## src/rtl/mem_stage_pkg.sv

```systemverilog
// mem_stage_pkg: shared encodings for the execute/memory pipeline.
// Holds the ALU op codes used by the execute stage, the memory-op
// encodings, exception cause codes, bus widths, the memory-stage FSM
// state type and small decode helpers used by mem_stage.
package mem_stage_pkg;

  // Bus and register-file widths
  localparam int XLEN   = 32;
  localparam int BE_W   = XLEN / 8;
  localparam int REG_AW = 5;

  // ALU op codes (execute stage)
  localparam logic [3:0] ALU_ADD = 4'd0;
  localparam logic [3:0] ALU_SUB = 4'd1;
  localparam logic [3:0] ALU_AND = 4'd2;
  localparam logic [3:0] ALU_OR  = 4'd3;
  localparam logic [3:0] ALU_XOR = 4'd4;
  localparam logic [3:0] ALU_SLL = 4'd5;
  localparam logic [3:0] ALU_SRL = 4'd6;
  localparam logic [3:0] ALU_SRA = 4'd7;
  localparam logic [3:0] ALU_SLT = 4'd8;

  // Memory-op encodings; unlisted codes behave as MEM_NONE
  typedef enum logic [3:0] {
    MEM_NONE = 4'd0,
    MEM_LB   = 4'd1,
    MEM_LH   = 4'd2,
    MEM_LW   = 4'd3,
    MEM_LBU  = 4'd4,
    MEM_LHU  = 4'd5,
    MEM_SB   = 4'd6,
    MEM_SH   = 4'd7,
    MEM_SW   = 4'd8
  } memop_e;

  // Exception cause codes
  localparam logic [1:0] EXC_NONE     = 2'd0;
  localparam logic [1:0] EXC_LD_MISAL = 2'd1;
  localparam logic [1:0] EXC_ST_MISAL = 2'd2;
  localparam logic [1:0] EXC_BUS_TMO  = 2'd3;

  // Memory-stage FSM states
  typedef enum logic {
    ST_IDLE = 1'b0,
    ST_BUS  = 1'b1
  } state_e;

  function automatic logic is_load(input logic [3:0] op);
    return (op == MEM_LB) || (op == MEM_LH) || (op == MEM_LW) ||
           (op == MEM_LBU) || (op == MEM_LHU);
  endfunction

  function automatic logic is_store(input logic [3:0] op);
    return (op == MEM_SB) || (op == MEM_SH) || (op == MEM_SW);
  endfunction

  // Halfword ops need an even address, word ops a word-aligned one
  function automatic logic is_misaligned(input logic [3:0] op, input logic [1:0] lo);
    logic r;
    r = 1'b0;
    case (op)
      MEM_LH, MEM_LHU, MEM_SH: r = lo[0];
      MEM_LW, MEM_SW:          r = |lo;
      default:                 r = 1'b0;
    endcase
    return r;
  endfunction

endpackage

```

## src/rtl/mem_align.sv

```systemverilog
// mem_align: combinational lane steering for the memory stage.
// Ports:
//   i_memop      memory-op code (mem_stage_pkg::memop_e encoding)
//   i_addr_lo    effective address bits [1:0]
//   i_store_data rs2 value for stores
//   i_rdata      read word from the data bus
//   o_be         byte enables (stores: lane mask, loads: all lanes)
//   o_store_data store data replicated across the lanes
//   o_load_data  extracted and sign/zero-extended load value
module mem_align
  import mem_stage_pkg::*;
(
  input  logic [3:0]      i_memop,
  input  logic [1:0]      i_addr_lo,
  input  logic [XLEN-1:0] i_store_data,
  input  logic [XLEN-1:0] i_rdata,
  output logic [BE_W-1:0] o_be,
  output logic [XLEN-1:0] o_store_data,
  output logic [XLEN-1:0] o_load_data
);

  logic [7:0]  w_byte;
  logic [15:0] w_half;

  always_comb begin
    w_byte = i_rdata[7:0];
    case (i_addr_lo)
      2'd0: w_byte = i_rdata[7:0];
      2'd1: w_byte = i_rdata[15:8];
      2'd2: w_byte = i_rdata[23:16];
      2'd3: w_byte = i_rdata[31:24];
      default: w_byte = i_rdata[7:0];
    endcase
    // Halfword ops only reach here aligned, so addr[1] picks the half
    w_half = i_addr_lo[1] ? i_rdata[31:16] : i_rdata[15:0];
  end

  always_comb begin
    o_be         = 4'b0000;
    o_store_data = '0;
    o_load_data  = '0;
    case (i_memop)
      MEM_LB:  begin o_be = 4'b1111; o_load_data = {{24{w_byte[7]}}, w_byte}; end
      MEM_LBU: begin o_be = 4'b1111; o_load_data = {24'd0, w_byte}; end
      MEM_LH:  begin o_be = 4'b1111; o_load_data = {{16{w_half[15]}}, w_half}; end
      MEM_LHU: begin o_be = 4'b1111; o_load_data = {16'd0, w_half}; end
      MEM_LW:  begin o_be = 4'b1111; o_load_data = i_rdata; end
      MEM_SB:  begin
        o_be         = 4'b0001 << i_addr_lo;
        o_store_data = {4{i_store_data[7:0]}};
      end
      MEM_SH:  begin
        o_be         = 4'b0011 << i_addr_lo;
        o_store_data = {2{i_store_data[15:0]}};
      end
      MEM_SW:  begin o_be = 4'b1111; o_store_data = i_store_data; end
      default: ;
    endcase
  end

endmodule

```

## src/rtl/mem_stage.sv

```systemverilog
// mem_stage: pipeline memory stage. Passes ALU results through, issues
// aligned loads/stores on the data bus and waits for the ack (bounded by
// ACK_TIMEOUT), and raises misalignment / bus-timeout exceptions.
// Ports:
//   clk, rst                 clock, synchronous active-high reset
//   valid_i/ready_o          upstream handshake
//   wd_i/wreg_i/wdata_i      dest reg, write enable, ALU result / address
//   memop_i, store_data_i    memory-op code, store operand
//   valid_o/wd_o/wreg_o/wdata_o  registered write-back result
//   stallreq_o               pipeline stall while a bus access is open
//   dbus_*                   data-bus request / response
//   exc_o, exc_cause_o       exception pulse and cause
//   dbg_state_o              current FSM state (0 IDLE, 1 BUS)
//
// Handshake: a transfer is taken on a rising edge where valid_i and
// ready_o are both 1; ready_o is high only in IDLE, and upstream keeps
// its inputs stable while ready_o is low.
module mem_stage
  import mem_stage_pkg::*;
#(
  parameter int ACK_TIMEOUT = 16
) (
  input  logic              clk,
  input  logic              rst,
  input  logic              valid_i,
  output logic              ready_o,
  input  logic [REG_AW-1:0] wd_i,
  input  logic              wreg_i,
  input  logic [XLEN-1:0]   wdata_i,
  input  logic [3:0]        memop_i,
  input  logic [XLEN-1:0]   store_data_i,
  output logic              valid_o,
  output logic [REG_AW-1:0] wd_o,
  output logic              wreg_o,
  output logic [XLEN-1:0]   wdata_o,
  output logic              stallreq_o,
  output logic              dbus_req_o,
  output logic              dbus_we_o,
  output logic [XLEN-1:0]   dbus_addr_o,
  output logic [BE_W-1:0]   dbus_be_o,
  output logic [XLEN-1:0]   dbus_wdata_o,
  input  logic              dbus_ack_i,
  input  logic [XLEN-1:0]   dbus_rdata_i,
  output logic              exc_o,
  output logic [1:0]        exc_cause_o,
  output logic              dbg_state_o
);

  localparam int CNT_W = $clog2(ACK_TIMEOUT + 1);

  state_e            r_state, w_state_nxt;
  logic [CNT_W-1:0]  r_cnt;
  logic [3:0]        r_memop;
  logic [1:0]        r_addr_lo;
  logic [REG_AW-1:0] r_wd_hold;
  logic              r_wreg_hold;

  logic              r_valid, r_wreg, r_exc, r_req, r_we;
  logic [REG_AW-1:0] r_wd;
  logic [XLEN-1:0]   r_wdata, r_addr, r_bwdata;
  logic [BE_W-1:0]   r_be;
  logic [1:0]        r_cause;

  logic              w_accept, w_is_mem, w_misal, w_ack, w_timeout;
  logic [3:0]        w_al_memop;
  logic [1:0]        w_al_addr_lo;
  logic [BE_W-1:0]   w_be;
  logic [XLEN-1:0]   w_st_data, w_ld_data;

  assign w_accept  = valid_i && (r_state == ST_IDLE);
  assign w_is_mem  = is_load(memop_i) || is_store(memop_i);
  assign w_misal   = is_misaligned(memop_i, wdata_i[1:0]);
  assign w_ack     = (r_state == ST_BUS) && dbus_ack_i;
  // The counter would reach ACK_TIMEOUT at this edge; an ack in the same
  // cycle takes priority.
  assign w_timeout = (r_state == ST_BUS) && !dbus_ack_i &&
                     (r_cnt == CNT_W'(ACK_TIMEOUT - 1));

  // Lanes come from the incoming op while idle, from the held op on the bus
  assign w_al_memop   = (r_state == ST_BUS) ? r_memop   : memop_i;
  assign w_al_addr_lo = (r_state == ST_BUS) ? r_addr_lo : wdata_i[1:0];

  mem_align u_align (
    .i_memop      (w_al_memop),
    .i_addr_lo    (w_al_addr_lo),
    .i_store_data (store_data_i),
    .i_rdata      (dbus_rdata_i),
    .o_be         (w_be),
    .o_store_data (w_st_data),
    .o_load_data  (w_ld_data)
  );

  always_ff @(posedge clk) begin
    if (rst) r_state <= ST_IDLE;
    else     r_state <= w_state_nxt;
  end

  always_comb begin
    w_state_nxt = r_state;
    case (r_state)
      ST_IDLE: if (w_accept && w_is_mem && !w_misal) w_state_nxt = ST_BUS;
      ST_BUS:  if (w_ack || w_timeout)                w_state_nxt = ST_IDLE;
      default: w_state_nxt = ST_IDLE;
    endcase
  end

  always_ff @(posedge clk) begin
    if (rst) begin
      r_cnt <= '0; r_memop <= '0; r_addr_lo <= '0; r_wd_hold <= '0; r_wreg_hold <= 1'b0;
      r_valid <= 1'b0; r_wreg <= 1'b0; r_exc <= 1'b0; r_req <= 1'b0; r_we <= 1'b0;
      r_wd <= '0; r_wdata <= '0; r_addr <= '0; r_bwdata <= '0; r_be <= '0; r_cause <= '0;
    end else begin
      r_valid <= 1'b0;
      r_wreg  <= 1'b0;
      r_exc   <= 1'b0;
      if (w_accept) begin
        r_memop     <= memop_i;
        r_addr_lo   <= wdata_i[1:0];
        r_wd_hold   <= wd_i;
        r_wreg_hold <= wreg_i;
        if (!w_is_mem) begin
          r_valid <= 1'b1;
          r_wd    <= wd_i;
          r_wreg  <= wreg_i;
          r_wdata <= wdata_i;
        end else if (w_misal) begin
          r_valid <= 1'b1;
          r_wd    <= wd_i;
          r_exc   <= 1'b1;
          r_cause <= is_store(memop_i) ? EXC_ST_MISAL : EXC_LD_MISAL;
        end else begin
          r_req    <= 1'b1;
          r_we     <= is_store(memop_i);
          r_addr   <= {wdata_i[XLEN-1:2], 2'b00};
          r_be     <= w_be;
          r_bwdata <= w_st_data;
          r_cnt    <= '0;
        end
      end else if (r_state == ST_BUS) begin
        if (w_ack) begin
          r_req   <= 1'b0;
          r_valid <= 1'b1;
          r_wd    <= r_wd_hold;
          if (is_load(r_memop)) begin
            r_wreg  <= r_wreg_hold;
            r_wdata <= w_ld_data;
          end
        end else if (w_timeout) begin
          r_req   <= 1'b0;
          r_valid <= 1'b1;
          r_wd    <= r_wd_hold;
          r_exc   <= 1'b1;
          r_cause <= EXC_BUS_TMO;
        end else begin
          r_cnt <= r_cnt + 1'b1;
        end
      end
    end
  end

  assign ready_o      = (r_state == ST_IDLE);
  assign stallreq_o   = (r_state == ST_BUS);
  assign dbg_state_o  = r_state;
  assign valid_o      = r_valid;
  assign wd_o         = r_wd;
  assign wreg_o       = r_wreg;
  assign wdata_o      = r_wdata;
  assign dbus_req_o   = r_req;
  assign dbus_we_o    = r_we;
  assign dbus_addr_o  = r_addr;
  assign dbus_be_o    = r_be;
  assign dbus_wdata_o = r_bwdata;
  assign exc_o        = r_exc;
  assign exc_cause_o  = r_cause;

endmodule

```

## config.mk

```make
export PLATFORM = sky130hd
export DESIGN_NAME = mem_stage
export DESIGN_NICKNAME = d
export VERILOG_FILES = /design/src/rtl/mem_stage_pkg.sv /design/src/rtl/mem_align.sv /design/src/rtl/mem_stage.sv
export SDC_FILE = /design/constraint.sdc
export NUM_CORES = 1
export LEC_CHECK = 0
export ABC_AREA = 0
export BUFFER_PORTS_ARGS = -buffer_cell sky130_fd_sc_hd__buf_2
export CORE_MARGIN = 2
export CORE_UTILIZATION = 54
export DETAILED_ROUTE_END_ITERATION = 12
export PLACE_DENSITY = 0.88
export SKIP_LAST_GASP = 1
export SLEW_MARGIN = 20
export SYNTH_ARGS = -nofsm -noshare
export SYNTH_HDL_FRONTEND = slang
export SYNTH_SLANG_ARGS = --single-unit
```

## constraint.sdc

```tcl
create_clock -name clk -period 4.15 [get_ports clk]
set_input_delay 0 -clock clk [delete_from_list [all_inputs] [get_ports clk]]
set_output_delay 0 -clock clk [all_outputs]
set_load 0.01 [all_outputs]
```

==> run_results.csv <==
group,metric,value,unit
clock_tree,clk_pin_slew_worst_paths,60,ps
routing,vias,7434,
sta,setup_viol,0,
floorplanning,die_h,113,um
worst_setup_path,start_kind,"register",
floorplanning,die-area,12700,um^2
floorplanning,core,11500,um^2
pwr,p_seq_frac,0.376,
synthesis,yosys.area.top_type,"dfxtp_1",
final_layout,nets,1155,
synthesis,synth-compound-area-share,0.254,
sta,worstMarginPinSlew,974,ps
worst_setup_path,startpoint,"dbg_state_o",
synthesis,synth_async_sr_flop_share,0,
global_route,antenna_found_initial,1,
floorplanning,initial_core_util,0.555,
synthesis,synth.distinct_cells,62,
routing,wl_per_cell,19.0,um
worst_setup_path,endpoint,"wdata_o[12]",
clock_tree,cts_tree,"built",
sta,slew_violations,0,
final_layout,antennaDiodeCount,0,
place,portBuffers,222,
place,place.gp.congestion,0.945,
worst_setup_path,crit_fanout,49,
synthesis,synth-simple-area-share,0.219,
synthesis,synthCells,781,
sta,fmax,322,MHz
pwr,power.share.switching,0.279,
worst_setup_path,cp_top_family,"flip-flops",
worst_setup_path,critPathBufInv,1,
synthesis,synth.avg_cell_area,8.15,um^2
synthesis,synth_edf_count,0,
routing,drc_errors,0,
synthesis,synthXorXnorAreaFrac,0.00551,
final_layout,seq_area,2560,um^2
sta,fin_tns_setup,0,ps
pwr,p_leak,0.00385,uW
synthesis,synth_most_common_cell,"nand2_1",
synthesis,seq_area_frac_synth,0.403,
clock_tree,clk_path_buf_depth,2,
outcome,status,"complete, no violations",
worst_setup_path,ff2ff_path_depth,5,
pwr,switching_power,1000,uW
clock_tree,cts-htree-levels,4,
synthesis,synth_area_leaders,"dfxtp_1, nand2_1, a21oi_1, a211oi_1, mux2i_1",
floorplanning,io_pins,225,
final_layout,layout-drive-gt1-share,0.276,
pwr,powerDensity,407,nW/um^2
worst_setup_path,worstSetupPathType,"reg -> reg",
routing,drt-total-wl,22800,um
worst_setup_path,path_cells,"buf_4 -> mux2_2 -> and3_1 -> a21boi_4 -> a211oi_1",
routing,drt-initial-drc-count,730,
pwr,p_clk_frac,0.427,
worst_setup_path,rr_startpoint,"dbg_state_o",
worst_setup_path,cp.depth,5,
worst_setup_path,r2r-end,"wdata_o[12]",
routing,vias_per_cell,6.20,
worst_setup_path,endpoint_kind,"register",
sta,hold_viol,0,
min_path,hold_class,"in -> reg",
global_route,track_usage,0.353,
routing,antenna_left,0,
synthesis,synthTopCellsByCount,"nand2_1, dfxtp_1, a21oi_1",
sta,holdWs,11.7,ps
run,drv_cap,0,
synthesis,synthFlopType,"dfxtp_1",
synthesis,synth_top_family_by_area,"compound AO/OA/AOI/OAI gates",
worst_setup_path,slowest_delay,780,ps
min_path,holdPathStages,3,
synthesis,synth_top_area_frac,0.403,
synthesis,netlist_area,6360,um^2
final_layout,areaGrowthSynthToFinish,38.5,%
clock_tree,postCtsSetupBuffers,0,
synthesis,muxShareOfSynthArea,0.0531,
pwr,internal_power,2590,uW
clock_tree,clock-sinks,128,
clock_tree,root_buffer,"clkbuf_16",
global_route,grt_max_degree,72,
worst_setup_path,r2r_slack,1040,ps
routing,drt_pass1_iterations,8,
sta,rsz0062_at_grt,"false",
sta,clock_skew,6.16,ps
sta,slew_headroom,0.332,
worst_setup_path,required,4470,ps
pwr,power_frac_comb,0.197,
final_layout,multi_input_area,3430,um^2
worst_setup_path,slowest_stage,"dfxtp_1",
global_route,grt_pass1_wl,35900,um
synthesis,yosysWarnings,0,
pwr,ir_drop,376,uV
clock_tree,cts_resized,0,
synthesis,synthAdderAreaFrac,0.00393,
floorplanning,rows,39,
place,hpwl,14000,um
floorplanning,die_x,113,um
global_route,gr-total-overflow,0,
synthesis,ys_ff_latch,128,
clock_tree,worstSkewPairLatency,420,ps
clock_tree,numCtsBuffers,17,
worst_setup_path,crit_arrival,3430,ps
global_route,grt_pass1_vias,7025,
sta,fin_crit_sh,0.749,
final_layout,fill_cells,742,
sta,finalCriticalPeriod,3110,ps
kinds of logic after synthesis:
| group | Yosys count |
|---|---|
| buffers and inverters | 78 |
| DFF | 128 |
| and+or+nand+nor | 296 |
| muxes | 29 |
| other | 1 |
| adders and majority gates | 2 |
| xor gates and xnor gates | 4 |
| AOI/OAI and AO/OA | 243 |
metal layers:
metal	vias to the layer above	global-route usage	part of all wire
met1	3425	0.423	0.38
met5	-	0	0
met3	149	0.0977	0.089
met4	0	0.192	0.061
li1	3348	-	-
met2	512	0.573	0.47
worst reg2reg max path: cells and delay by family (launching register included):
kind | cells | cell delay (ps)
multiplexers | 1 | 700
buffers and inverters | 1 | 320
AND/OR/NAND/NOR | 1 | 750
flip-flops | 1 | 780
AO/OA/AOI/OAI | 2 | 470
power groups by stage:
stage	sequential, uW	clock, uW	combinational (uW)
floorplan	1390	0	383
global placement	1370	0	608
detailed placement	1370	0	620
CTS	1350	1540	682
global route	1360	1600	760
finish	1350	1530	707
cell usage in the layout, fill, tap and decap left out, types with 7 or more instances in the layout:
cell and instances:
nand2b_1 8, and3_1 19, o211ai_1 13, dlygate4sd3_1 79, a2bb2oi_1 7, nor3_1 35
and2_1 9, nor2b_1 11, clkbuf_16 17, a211oi_1 30, mux2_2 8, o21ai_0 26
a32o_1 7, a31oi_1 17, mux2i_1 18, nor2_1 41, buf_2 221, a221oi_1 16
nand2_1 133, buf_4 13, o22ai_1 24, a21oi_1 80, nand3_1 16, dfxtp_1 128
cell type report:
| cell class | instances | share of cell area |
|---|---|---|
| timing repair buffer | 314 | 0.229 |
| clock inverter | 10 | 0.0152 |
| tap | 143 | 0.0203 |
| inverter | 6 | 0.00256 |
| clock buffer | 22 | 0.0538 |
| multi-input combinational | 576 | 0.389 |
| sequential | 128 | 0.291 |
worst min path at each step:
| stage | startpoint | endpoint | slack (ps) |
|---|---|---|---|
| after floorplan | wreg_i | r_wreg_hold | 140 |
| after global placement | wdata_i[2] | dbus_addr_o[2] | 250 |
| after detailed placement | wdata_i[2] | dbus_addr_o[2] | 260 |
| after CTS | dbus_rdata_i[2] | wdata_o[2] | 0.7 |
| after global routing | dbus_rdata_i[4] | wdata_o[4] | 20 |
| final | dbus_rdata_i[15] | wdata_o[15] | 10 |
sequential cells by signal, summed over array words and instances (netlist names):
| register | flops |
|---|---|
| valid_o | 1 |
| exc_o | 1 |
| exc_cause_o | 2 |
| dbus_addr_o | 30 |
| dbus_wdata_o | 32 |
| dbus_we_o | 1 |
| r_memop | 4 |
| wd_o | 5 |
| dbus_be_o | 4 |
| wdata_o | 32 |
| dbg_state_o | 1 |
| r_cnt | 5 |
| r_addr_lo | 2 |
| dbus_req_o | 1 |
| wreg_o | 1 |
| r_wd_hold | 5 |
| r_wreg_hold | 1 |
through the flow:
step	std cells	total power, uW	area, um^2	utilization	setup slack [ps]
after floorplan	782	1780	6370	-	2050
after global placement	1088	1980	7410	0.646	1200
after detailed placement	1088	1990	7410	0.646	1120
after CTS	1199	3570	8810	0.768	1110
after global routing	1199	3710	8810	0.769	795
final	1199	3590	8810	0.769	1040
what timing repair did:
action	CTS	global route
endpoints found under the setup margin	0	0
endpoints found under the hold margin	101	0
hold buffers	79	0
Note: power is estimated with default switching activity, not from simulation.
